**config.mk**
```make
export PLATFORM = sky130hd
export DESIGN_NAME = merlin_mtimer
export DESIGN_NICKNAME = d
export VERILOG_FILES = /design/src/rtl/merlin_mtimer.sv
export SDC_FILE = /design/constraint.sdc
export NUM_CORES = 1
export LEC_CHECK = 0
export ABC_CLOCK_PERIOD_IN_PS = 3160
export BUFFER_PORTS_ARGS = -buffer_cell sky130_fd_sc_hd__buf_2
export CAP_MARGIN = 20
export CORE_MARGIN = 4
export CORE_UTILIZATION = 50
export DETAILED_ROUTE_END_ITERATION = 6
export PLACE_DENSITY_LB_ADDON = 0.08
export SYNTH_ARGS = -nofsm -noshare
export SYNTH_HDL_FRONTEND = slang
export SYNTH_SLANG_ARGS = --single-unit
```
**constraint.sdc**
```tcl
create_clock -name clk_i -period 3.16 [get_ports clk_i]
set_clock_uncertainty 0.2 [all_clocks]
set_input_delay 0.632 -clock clk_i [delete_from_list [all_inputs] [get_ports clk_i]]
set_output_delay 0.632 -clock clk_i [all_outputs]
set_load 0.02 [all_outputs]
```
**src/rtl/merlin_mtimer.sv**
```systemverilog
// merlin_mtimer: RISC-V machine timer on the Merlin data port.
// 64-bit mtime with a programmable prescaler, 64-bit mtimecmp, a ctrl.en bit,
// a single-slot read response, and a registered level timer interrupt.
module merlin_mtimer #(
  parameter int unsigned C_PRESCALE = 1,
  parameter int unsigned C_ADDR_W   = 5
) (
  input  logic        clk_i,
  input  logic        resetb_i,
  input  logic        clk_en_i,
  output logic        treqready_o,
  input  logic        treqvalid_i,
  input  logic        treqdvalid_i,
  input  logic [31:0] treqaddr_i,
  input  logic [31:0] treqdata_i,
  input  logic        trspready_i,
  output logic        trspvalid_o,
  output logic [31:0] trspdata_o,
  output logic        irq_timer_o
);

  localparam logic [15:0] PRESC_LAST = 16'(C_PRESCALE - 1);

  logic [63:0] mtime_q;
  logic [63:0] mtimecmp_q;
  logic        en_q;
  logic [15:0] presc_q;

  logic        accept;
  logic        wr_en;
  logic        rd_en;
  logic [31:0] word_idx;
  logic        sel_mtime_lo;
  logic        sel_mtime_hi;
  logic        sel_cmp_lo;
  logic        sel_cmp_hi;
  logic        sel_ctrl;
  logic        tick;
  logic [15:0] presc_nxt;
  logic [63:0] mtime_nxt;
  logic [31:0] rdata;
  logic        unused_addr;

  // Address bits outside the decoded window are intentionally ignored.
  assign unused_addr = ^{treqaddr_i[31:C_ADDR_W], treqaddr_i[1:0]};

  // The response slot frees up in the same cycle it drains.
  assign treqready_o = ~trspvalid_o | trspready_i;
  assign accept      = treqvalid_i & treqready_o;
  assign wr_en       = accept & treqdvalid_i;
  assign rd_en       = accept & ~treqdvalid_i;

  assign word_idx     = 32'(treqaddr_i[C_ADDR_W-1:2]);
  assign sel_mtime_lo = (word_idx == 32'd0);
  assign sel_mtime_hi = (word_idx == 32'd1);
  assign sel_cmp_lo   = (word_idx == 32'd2);
  assign sel_cmp_hi   = (word_idx == 32'd3);
  assign sel_ctrl     = (word_idx == 32'd4);

  assign tick = en_q & (presc_q == PRESC_LAST);

  // Prescaler wraps at C_PRESCALE-1 while enabled and is parked at 0 otherwise.
  always_comb begin
    presc_nxt = 16'd0;
    if (en_q && (presc_q != PRESC_LAST)) begin
      presc_nxt = presc_q + 16'd1;
    end
  end

  // A write to either mtime half wins over the tick; the other half holds.
  always_comb begin
    mtime_nxt = mtime_q + 64'(tick);
    if (wr_en && sel_mtime_lo) begin
      mtime_nxt = {mtime_q[63:32], treqdata_i};
    end else if (wr_en && sel_mtime_hi) begin
      mtime_nxt = {treqdata_i, mtime_q[31:0]};
    end
  end

  // Read mux over current (pre-edge) register state.
  always_comb begin
    rdata = 32'd0;
    if (sel_mtime_lo) begin
      rdata = mtime_q[31:0];
    end else if (sel_mtime_hi) begin
      rdata = mtime_q[63:32];
    end else if (sel_cmp_lo) begin
      rdata = mtimecmp_q[31:0];
    end else if (sel_cmp_hi) begin
      rdata = mtimecmp_q[63:32];
    end else if (sel_ctrl) begin
      rdata = {31'd0, en_q};
    end
  end

  // Timer state, register writes and the registered compare.
  always_ff @(posedge clk_i) begin
    if (!resetb_i) begin
      mtime_q     <= 64'd0;
      mtimecmp_q  <= 64'hFFFF_FFFF_FFFF_FFFF;
      en_q        <= 1'b0;
      presc_q     <= 16'd0;
      irq_timer_o <= 1'b0;
    end else if (clk_en_i) begin
      mtime_q <= mtime_nxt;
      presc_q <= presc_nxt;
      if (wr_en && sel_cmp_lo) begin
        mtimecmp_q[31:0] <= treqdata_i;
      end
      if (wr_en && sel_cmp_hi) begin
        mtimecmp_q[63:32] <= treqdata_i;
      end
      if (wr_en && sel_ctrl) begin
        en_q <= treqdata_i[0];
      end
      // Compare uses registered values, so irq follows mtime by one cycle.
      irq_timer_o <= (mtime_q >= mtimecmp_q);
    end
  end

  // Single read-response slot held until the requester takes it.
  always_ff @(posedge clk_i) begin
    if (!resetb_i) begin
      trspvalid_o <= 1'b0;
      trspdata_o  <= 32'd0;
    end else if (clk_en_i) begin
      if (rd_en) begin
        trspvalid_o <= 1'b1;
        trspdata_o  <= rdata;
      end else if (trspready_i) begin
        trspvalid_o <= 1'b0;
      end
    end
  end

endmodule

```
### Word-level counts from Yosys, hierarchy flattened

Cells that the tools add are included.

* input port bits: 70
* output and inout bits: 35
* register bits: 179

* add/subtract/negate cells: 2
* magnitude comparators: 1
* reductions and logical operators: 17
* equality and inequality tests: 5
* muxes and demuxes: 10
* bitwise gates (word level): 8

Operators by type and width (number)
* $mux W32: 5
* $add A64 B1 Y64: 1
* $ge A64 B64 Y1: 1
* $mux W64: 1
* $logic_not A32 Y1: 1
* $add A16 B1 Y16 const B: 1
* $logic_not A16 Y1: 1
* $mux W16: 1
* $reduce_bool A16 Y1: 1
* $reduce_and A2 Y1: 7
* $eq A3 B2 Y1 const B: 2
* $logic_and A1 B1 Y1: 6
* $and A1 B1 Y1: 4
* $eq A3 B1 Y1 const B: 1
* $eq A3 B3 Y1 const B: 1
* $mux W1: 3
* $not A1 Y1: 3
* $ne A2 B2 Y1 const B: 1
* $reduce_bool A2 Y1: 1
* $or A1 B1 Y1: 1

### Logic depth before layout (Yosys ltp)

Gate-level depths: netlist (run 1).

* word-level depth: 7
* depth in mapped cells: 14

### Least setup slack after synthesis (run 1)

Ideal clock, no wire load.

* kind: register to register
* start: reg presc_q[0]
* end: reg mtime_q[44]
* path slack: -108 ps
* buffers on the path: 1
* stages on the path, launching flop included: 15
* arrival: 2949 ps
* cells stage by stage: dfxtp_1 inv_1 ha_1 nor4b_1 nand4_1 nor2_1 ha_1 ha_1 nand3_1 nor3_1 nand4_1 clkbuf_1 nor3_1 a21oi_1 o221a_2

* longest elaborated chain between the ends: 4

RTL lines
* from (decl): line 27 `logic [15:0] presc_q;`
* from (signal assigned): line 106 `presc_q <= presc_nxt;`
* $logic_not A16 Y1: line 60 `assign tick = en_q & (presc_q == PRESC_LAST);`
* $and A1 B1 Y1: line 60
* $add A64 B1 Y64: line 72 `mtime_nxt = mtime_q + 64'(tick);`
* $mux W64: line 75 `end else if (wr_en && sel_mtime_hi) begin`
* to (signal assigned): line 105 `mtime_q <= mtime_nxt;`
* to (decl): line 24 `logic [63:0] mtime_q;`

Every way passes these cells. The select of a mux whose other input is x is not followed.
A chain may end at the register's enable or synchronous reset.

### Worst setup path after layout (run 1)

Ends and elaborated chain as after synthesis.

==> qor.json, run 1 <==
{
  "fillCellCount": 1991,
  "die_h_um": 155,
  "finish.net_count": 1604,
  "io_pins": 105,
  "first_global_vias": 10000,
  "route.detailed.vias_per_inst": 6.29,
  "core_mm2": 0.0212,
  "netlist_instances": 1374,
  "relSlewSlack_pct": 45.9,
  "report.final.slew_viol_count": 0,
  "start_util_pct": 51.0,
  "ir_worst_vdd_mv": 0.275,
  "drv.max_cap_violation_count": 0,
  "reg2reg_launch_point": "presc_q[0]$_SDFFE_PN0P_",
  "cp_data_required_time_ns": 3.35,
  "layout-drive-gt1-share_pct": 18.0,
  "synth.avg_cell_area_um2": 7.86,
  "rrSetupSlack_ns": 0.02,
  "dp.final_hpwl_um": 26300,
  "worst_r2r_endpoint": "mtime_q[44]$_SDFFE_PN0P_",
  "worst-r2r-cell-count": 14,
  "wirelength_um": 37100,
  "global_route.overflow_total": 0,
  "postLayoutCoreUtil_pct": 59.9,
  "synth-adder-area-share_pct": 7.88,
  "clock_sink_count": 179,
  "placement.setup.worst_slack_ns": -0.119,
  "yosys.area_share.simple_pct": 23.5,
  "rsz0062_at_grt": "true",
  "wire_per_inst_um": 21.2,
  "drt_drc_violations_left": 0,
  "final-hold-violation-count": 0,
  "final_critical_path_setup_slack_ns": 0.0152,
  "yosys.area.top_type": "dfxtp_1",
  "synth_async_sr_flop_share_pct": 0,
  "synth_top_flop_cell": "dfxtp_1",
  "grt_busiest_layer": "met2",
  "grt_util_met2_pct": 46.7,
  "synth-edff-count": 0,
  "synthesized_area_fraction_occupied_by_ao_oa_aoi_and_oai_cells_pct": 24.1,
  "die_area_mm2": 0.0240,
  "timing.critical_path.from": "presc_q[0]$_SDFFE_PN0P_",
  "final_common_cell": "dfxtp_1",
  "post_synth_num_cell_types": 68,
  "yosysWarningCount": 0,
  "power_per_cell_area_mw_per_mm2": 401,
  "fraction_of_the_yosys_area_taken_by_sequential_cells_pct": 33.2,
  "layout_common_cells": "dfxtp_1 (177), nand2_1 (153), nor2_1 (127)",
  "setup-tns-final_ns": 0,
  "overall_via_count_from_detail_route": 11000,
  "grt_use_met1_pct": 42.6,
  "finalCriticalPeriod_ns": 3.14,
  "period_share_pct": 99.5,
  "tritoncts_buffers": 17,
  "syn-num-nets": 1512,
  "portbufs": 75,
  "antenna_violations_before_repair": 0,
  "clk_transition_reported_paths_ns": 0.07,
  "initialDrtViolationCount": 1185,
  "outcome": "complete, no violations",
  "power_leakage_nw": 5.49,
  "worstPathArrival_ns": 3.33,
  "netlist.area_leader.share_pct": 33.2,
  "ffs_latches_synth": 179,
  "globalRouteTotalUtil_pct": 30.5,
  "flow.area_growth_from_synthesis_pct": 17.4,
  "synth_top_family_by_area": "compound AO/OA/AOI/OAI gates",
  "drt_pre_antenna_iters": 5,
  "cts_tree": "done",
  "start_kind": "register",
  "root_buffer": "clkbuf_16",
  "whs_path_depth": 2,
  "latest_clock_arrival_within_the_worst_skew_pair_ns": 0.44,
  "grt_max_degree": 107,
  "grt_use_met3_pct": 4.62,
  "setup_violations": 0,
  "maximum_buffer_depth_of_the_clock_tree": 2,
  "maxClockFrequency_mhz": 318,
  "detail-route-antenna-nets": 0,
  "grt_pass1_wl_um": 57500,
  "post_synth_xor_area_fraction_pct": 1.38,
  "critical_path.endpoint_type": "register",
  "worst_pin_slew_ns": 0.808,
  "place.gp.congestion": 0.907,
  "num_antenna_cells": 0,
  "post_synth_mux_area_share_pct": 4.02,
  "die_width_um": 155,
  "worstSetupPathType": "reg2reg",
  "capture_endpoint_of_the_worst_hold_path": "trspdata_o[8]$_SDFFE_PN0P_",
  "startpoint_of_the_worst_hold_path": "trspdata_o[8]$_SDFFE_PN0P_",
  "floorplan.rows": 53,
  "depth_of_the_cts_h_tree": 4,
  "netlist_top_cells_area": "dfxtp_1 (33%), ha_1 (7.9%), nand2_1 (5.3%), o211ai_1 (5.1%), nor2_1 (4.5%)",
  "min-delay-path-class": "reg2reg",
  "synth.cell_area_mm2": 0.0108,
  "highest_net_fanout_along_the_worst_path": 5
}
## logic make-up (layout without fill, tap and decap cells)
| group | Yosys count | after routing |
|---|---|---|
| muxes | 39 | 39 |
| and+or+nand+nor | 513 | 513 |
| buffers and inverters | 170 | 274 |
| xor gates and xnor gates | 17 | 17 |
| DFF | 179 | 179 |
| adders and majority gates | 68 | 68 |
| AOI/OAI and AO/OA | 388 | 388 |
## critical path: stages (launching register included)
cell,delay [ns]
dfxtp_2,0.32
inv_2,0.07
ha_4,0.12
nor4b_4,0.18
nand4_1,0.19
nor2_2,0.24
ha_4,0.20
ha_4,0.14
nand3_2,0.09
nor3_2,0.22
nand4_1,0.20
buf_2,0.24
or3_1,0.35
a21oi_1,0.15
o221a_2,0.19
## worst max-delay path by stage
stage | endpoint | slack [ns] | depth (start not counted)
2_1_floorplan | mtime_q[44]$_SDFFE_PN0P_ | 0.03 | 14
3_3_place_gp | mtime_q[44]$_SDFFE_PN0P_ | -0.08 | 15
3_5_place_dp | mtime_q[46]$_SDFFE_PN0P_ | -0.12 | 15
4_1_cts | mtime_q[61]$_SDFFE_PN0P_ | 0.07 | 13
5_1_grt | mtime_q[54]$_SDFFE_PN0P_ | -0.14 | 15
6_report | mtime_q[44]$_SDFFE_PN0P_ | 0.02 | 14
## stage by stage
step | hold WS (ns) | total power [W] | instances | cell area [um^2]
6_report | 0.252 | 0.00508 | 1753 | 12700
2_1_floorplan | 0.263 | 0.00270 | 1374 | 10800
3_3_place_gp | 0.242 | 0.00294 | 1716 | 11900
4_1_cts | 0.254 | 0.00509 | 1748 | 12500
5_1_grt | 0.283 | 0.00524 | 1753 | 12700
3_5_place_dp | 0.245 | 0.00295 | 1716 | 11900
## power breakdown
part           leakage (nW)  switching [W]  internal, W
sequential             1.45      0.0000464      0.00230
combinational          3.75       0.000369     0.000192
clock                 0.289       0.000995      0.00117
## routing by layer
metal  wire length (um)  vias up
met4               1720        0
li1                   -     5266
met1              16000     5211
met3               3000       73
met5                  0        -
met2              16300      483
## Yosys cell counts (3+ instances only)
| cell | number |
|---|---|
| a21o_1 | 9 |
| o32ai_1 | 3 |
| nand2_1 | 153 |
| nand4_1 | 38 |
| and4_1 | 16 |
| nor2_1 | 129 |
| inv_1 | 72 |
| xor2_1 | 14 |
| a21oi_1 | 83 |
| a211oi_1 | 32 |
| a221oi_1 | 3 |
| nand4b_1 | 3 |
| o221a_2 | 4 |
| buf_1 | 9 |
| xnor2_1 | 3 |
| dfxtp_1 | 179 |
| ha_1 | 68 |
| a41oi_1 | 5 |
| and3_1 | 20 |
| nor3_1 | 46 |
| nor4b_1 | 4 |
| o2111ai_1 | 6 |
| nor3b_1 | 3 |
| mux2_2 | 25 |
| or4_1 | 5 |
| o31ai_1 | 5 |
| a22oi_1 | 35 |
| o22ai_1 | 3 |
| o211ai_1 | 73 |
| clkbuf_1 | 86 |
| or3_1 | 10 |
| o31a_1 | 4 |
| mux2i_1 | 13 |
| nand2b_1 | 3 |
| nor4_1 | 19 |
| o21a_1 | 7 |
| o21ai_0 | 70 |
| a31oi_1 | 13 |
| a2bb2oi_1 | 3 |
| a311oi_1 | 12 |
| and2_1 | 19 |
| nand3b_1 | 3 |
| nand3_1 | 31 |
| o221ai_1 | 3 |
## what timing repair did
item | CTS | global route
pin swaps | 3 | 12
hold endpoints to repair | 0 | 0
cloned | 0 | 1
hold buffers | 0 | 0
gates resized for setup | 4 | 23
buffers inserted | 1 | 4
endpoints found under the setup margin | 19 | 36
## state kept, by name (all words and copies together), names as in the netlist
| name | count |
|---|---|
| mtime_q | 64 |
| mtimecmp_q | 64 |
| trspdata_o | 32 |
| presc_q | 16 |
| en_q | 1 |
| irq_timer_o | 1 |
| trspvalid_o | 1 |
## layout make-up
| type | instances | area (um^2) | share of cell area (%) |
|---|---|---|---|
| Multi-Input combinational cell | 1025 | 6710 | 52.9 |
| Sequential cell | 179 | 3590 | 28.3 |
| Timing Repair Buffer | 169 | 1180 | 9.31 |
| Clock buffer | 17 | 425 | 3.36 |
| Tap cell | 275 | 344 | 2.72 |
| Inverter | 74 | 278 | 2.19 |
| Clock inverter | 14 | 150 | 1.18 |
Power figures use the tool's default switching activity.
==> run 2: changes to the inputs <==
--- a/config.mk
+++ b/config.mk
@@ -9,7 +9,7 @@
 export BUFFER_PORTS_ARGS = -buffer_cell sky130_fd_sc_hd__buf_2
 export CAP_MARGIN = 20
 export CORE_MARGIN = 4
-export CORE_UTILIZATION = 50
+export CORE_UTILIZATION = 25
 export DETAILED_ROUTE_END_ITERATION = 6
 export PLACE_DENSITY_LB_ADDON = 0.08
 export SYNTH_ARGS = -nofsm -noshare
==> qor.json, run 2 (synthesized netlist as in run 1, its figures left out) <==
{
  "root_buffer": "clkbuf_16",
  "fillCellCount": 4543,
  "wire_per_inst_um": 22.4,
  "drt_pre_antenna_iters": 5,
  "setup_violations": 0,
  "floorplan.rows": 75,
  "clock_sink_count": 179,
  "power_leakage_nw": 5.66,
  "final_common_cell": "dfxtp_1",
  "cp-endpoint": "mtime_q[32]$_SDFFE_PN0P_",
  "latest_clock_arrival_within_the_worst_skew_pair_ns": 0.47,
  "power.total_w": 0.00518,
  "power_per_cell_area_mw_per_mm2": 387,
  "dp.final_hpwl_um": 33100,
  "antenna_violations_before_repair": 0,
  "reg2reg_launch_point": "presc_q[1]$_SDFFE_PN0P_",
  "global_route.overflow_total": 0,
  "drv.max_cap_violation_count": 0,
  "cp_data_required_time_ns": 3.32,
  "first_global_vias": 10700,
  "min-delay-path-class": "in2reg",
  "crit_buf_inv": 3,
  "grt_pass1_wl_um": 69700,
  "worstPathArrival_ns": 3.27,
  "tritoncts_buffers": 17,
  "place.gp.congestion": 0.810,
  "critical_path.endpoint_type": "register",
  "io_pins": 105,
  "route.detailed.vias_per_inst": 5.21,
  "cts_tree": "done",
  "final-hold-violation-count": 0,
  "start_kind": "register",
  "critical-path-top-delay-family": "simple AND/OR/NAND/NOR gates",
  "clk_transition_reported_paths_ns": 0.07,
  "portbufs": 75,
  "core_mm2": 0.0423,
  "worstSetupPathType": "reg2reg",
  "period_share_pct": 98.2,
  "finalCriticalPeriod_ns": 3.10,
  "flow.area_growth_from_synthesis_pct": 23.8,
  "maximum_buffer_depth_of_the_clock_tree": 2,
  "highest_net_fanout_along_the_worst_path": 5,
  "rsz0062_at_grt": "true",
  "critPathMostFrequentCell": "ha_4",
  "die_width_um": 216,
  "detail-route-antenna-nets": 0,
  "hold_slack_ns": 0.255,
  "clock_power_share_pct": 42.8,
  "report.final.slew_viol_count": 0,
  "maxClockFrequency_mhz": 322,
  "p_seq_share_pct": 45.5,
  "sw_frac_of_total_pct": 28.4,
  "overall_via_count_from_detail_route": 10800,
  "max_stage_delay_ns": 0.32,
  "worst-r2r-cell-count": 15,
  "cp_num_cells": 15,
  "cp_cell_sequence": "inv_2 -> ha_4 -> nor4b_4 -> nand4_1 -> nor2_2 -> ha_4 -> ha_4 -> nand3_4 -> nor3_4 -> nand4_1 -> buf_4 -> buf_4 -> or3_1 -> o21ai_0 -> a211oi_1",
  "initialDrtViolationCount": 702,
  "total_switching_power_w": 0.00147,
  "timing.critical_path.from": "presc_q[1]$_SDFFE_PN0P_",
  "worst_pin_slew_ns": 0.710,
  "num_antenna_cells": 0,
  "die_h_um": 216,
  "critPathSlowestCell": "dfxtp_2",
  "ff_latch_area_mm2": 0.00359,
  "die_area_mm2": 0.0466,
  "wirelength_um": 46500,
  "layout_common_cells": "dfxtp_1 (177), nand2_1 (153), nor2_1 (126)",
  "rrSetupSlack_ns": 0.06,
  "grt_max_degree": 65,
  "layout-drive-gt1-share_pct": 20.0,
  "outcome": "complete, no violations",
  "top_regs": "mtime_q (64), mtimecmp_q (64), trspdata_o (32)",
  "multiInputGateArea_mm2": 0.00682,
  "depth_of_the_cts_h_tree": 4,
  "finish.net_count": 1623,
  "relSlewSlack_pct": 52.4,
  "globalRouteTotalUtil_pct": 19.8,
  "worst_r2r_endpoint": "mtime_q[32]$_SDFFE_PN0P_",
  "ir_worst_vdd_mv": 0.239,
  "drt_drc_violations_left": 0,
  "combinationalPowerShare_pct": 11.8,
  "cellInternalPower_w": 0.00371,
  "start_util_pct": 25.5
}
-- run 2: per-layer routing --
metal | up-vias | part of all wire, % | track usage [%]
li1 | 5300 | - | -
met4 | 0 | 1.4 | 4.34
met5 | - | 0 | 0
met2 | 235 | 47 | 32.3
met3 | 30 | 3.9 | 3.14
met1 | 5252 | 48 | 27.6
-- run 2: power groups by stage --
stage,Clock (W),Sequential [W],Combinational [W]
after floorplan,0,0.00241,0.000291
after detailed placement,0,0.00240,0.000611
after global routing,0.00237,0.00236,0.000660
after CTS,0.00228,0.00235,0.000615
final,0.00221,0.00235,0.000609
after global placement,0,0.00240,0.000612
-- run 2: area by class of cell --
type / instances / share of cell area [%]
repair buffers: 188 / 10.4
inverters: 74 / 2.08
multi-input cells: 1025 / 51.0
well taps: 577 / 5.40
flip-flops and latches: 179 / 26.8
clock buffers: 22 / 3.47
clock inverters: 10 / 0.805
-- run 2: worst min path at each step --
stage / from / endpoint / slack, ns / depth (start not counted)
after global routing: resetb_i / mtimecmp_q[34]$_SDFFE_PN1P_ / 0.26 / 2
after detailed placement: trspdata_o[8]$_SDFFE_PN0P_ / trspdata_o[8]$_SDFFE_PN0P_ / 0.25 / 2
after floorplan: mtimecmp_q[0]$_SDFFE_PN1P_ / mtimecmp_q[0]$_SDFFE_PN1P_ / 0.26 / 2
after CTS: resetb_i / mtimecmp_q[38]$_SDFFE_PN1P_ / 0.24 / 2
final: resetb_i / mtimecmp_q[38]$_SDFFE_PN1P_ / 0.25 / 2
after global placement: trspdata_o[8]$_SDFFE_PN0P_ / trspdata_o[8]$_SDFFE_PN0P_ / 0.25 / 2
-- run 2: stage by stage --
stage	cells	setup WS [ns]	TNS [ns]	utilization, %	instance area, um^2
2_1_floorplan	1374	0.0292	0	-	10800
3_3_place_gp	2039	-0.153	-1.25	29.6	12500
3_5_place_dp	2039	-0.164	-1.34	29.6	12500
4_1_cts	2073	-0.00632	-0.00632	31.1	13200
5_1_grt	2075	-0.0801	-0.557	31.6	13400
6_report	2075	0.0554	0	31.6	13400
-- run 2: worst register-to-register path: cells and delay by family (launching register included) --
family / cells / cell delay (ns)
AO/OA/AOI/OAI: 2 / 0.16
adder cells (fa/ha/maj): 3 / 0.46
buffers and inverters: 3 / 0.45
flip-flops: 1 / 0.32
AND/OR/NAND/NOR: 7 / 1.40
-- run 2: what timing repair did --
| item | CTS | global route |
|---|---|---|
| cloned | 0 | 1 |
| resized for setup | 15 | 34 |
| hold buffers | 0 | 0 |
| endpoints found under the setup margin | 31 | 44 |
| setup buffers | 2 | 1 |
| pin swaps | 8 | 14 |
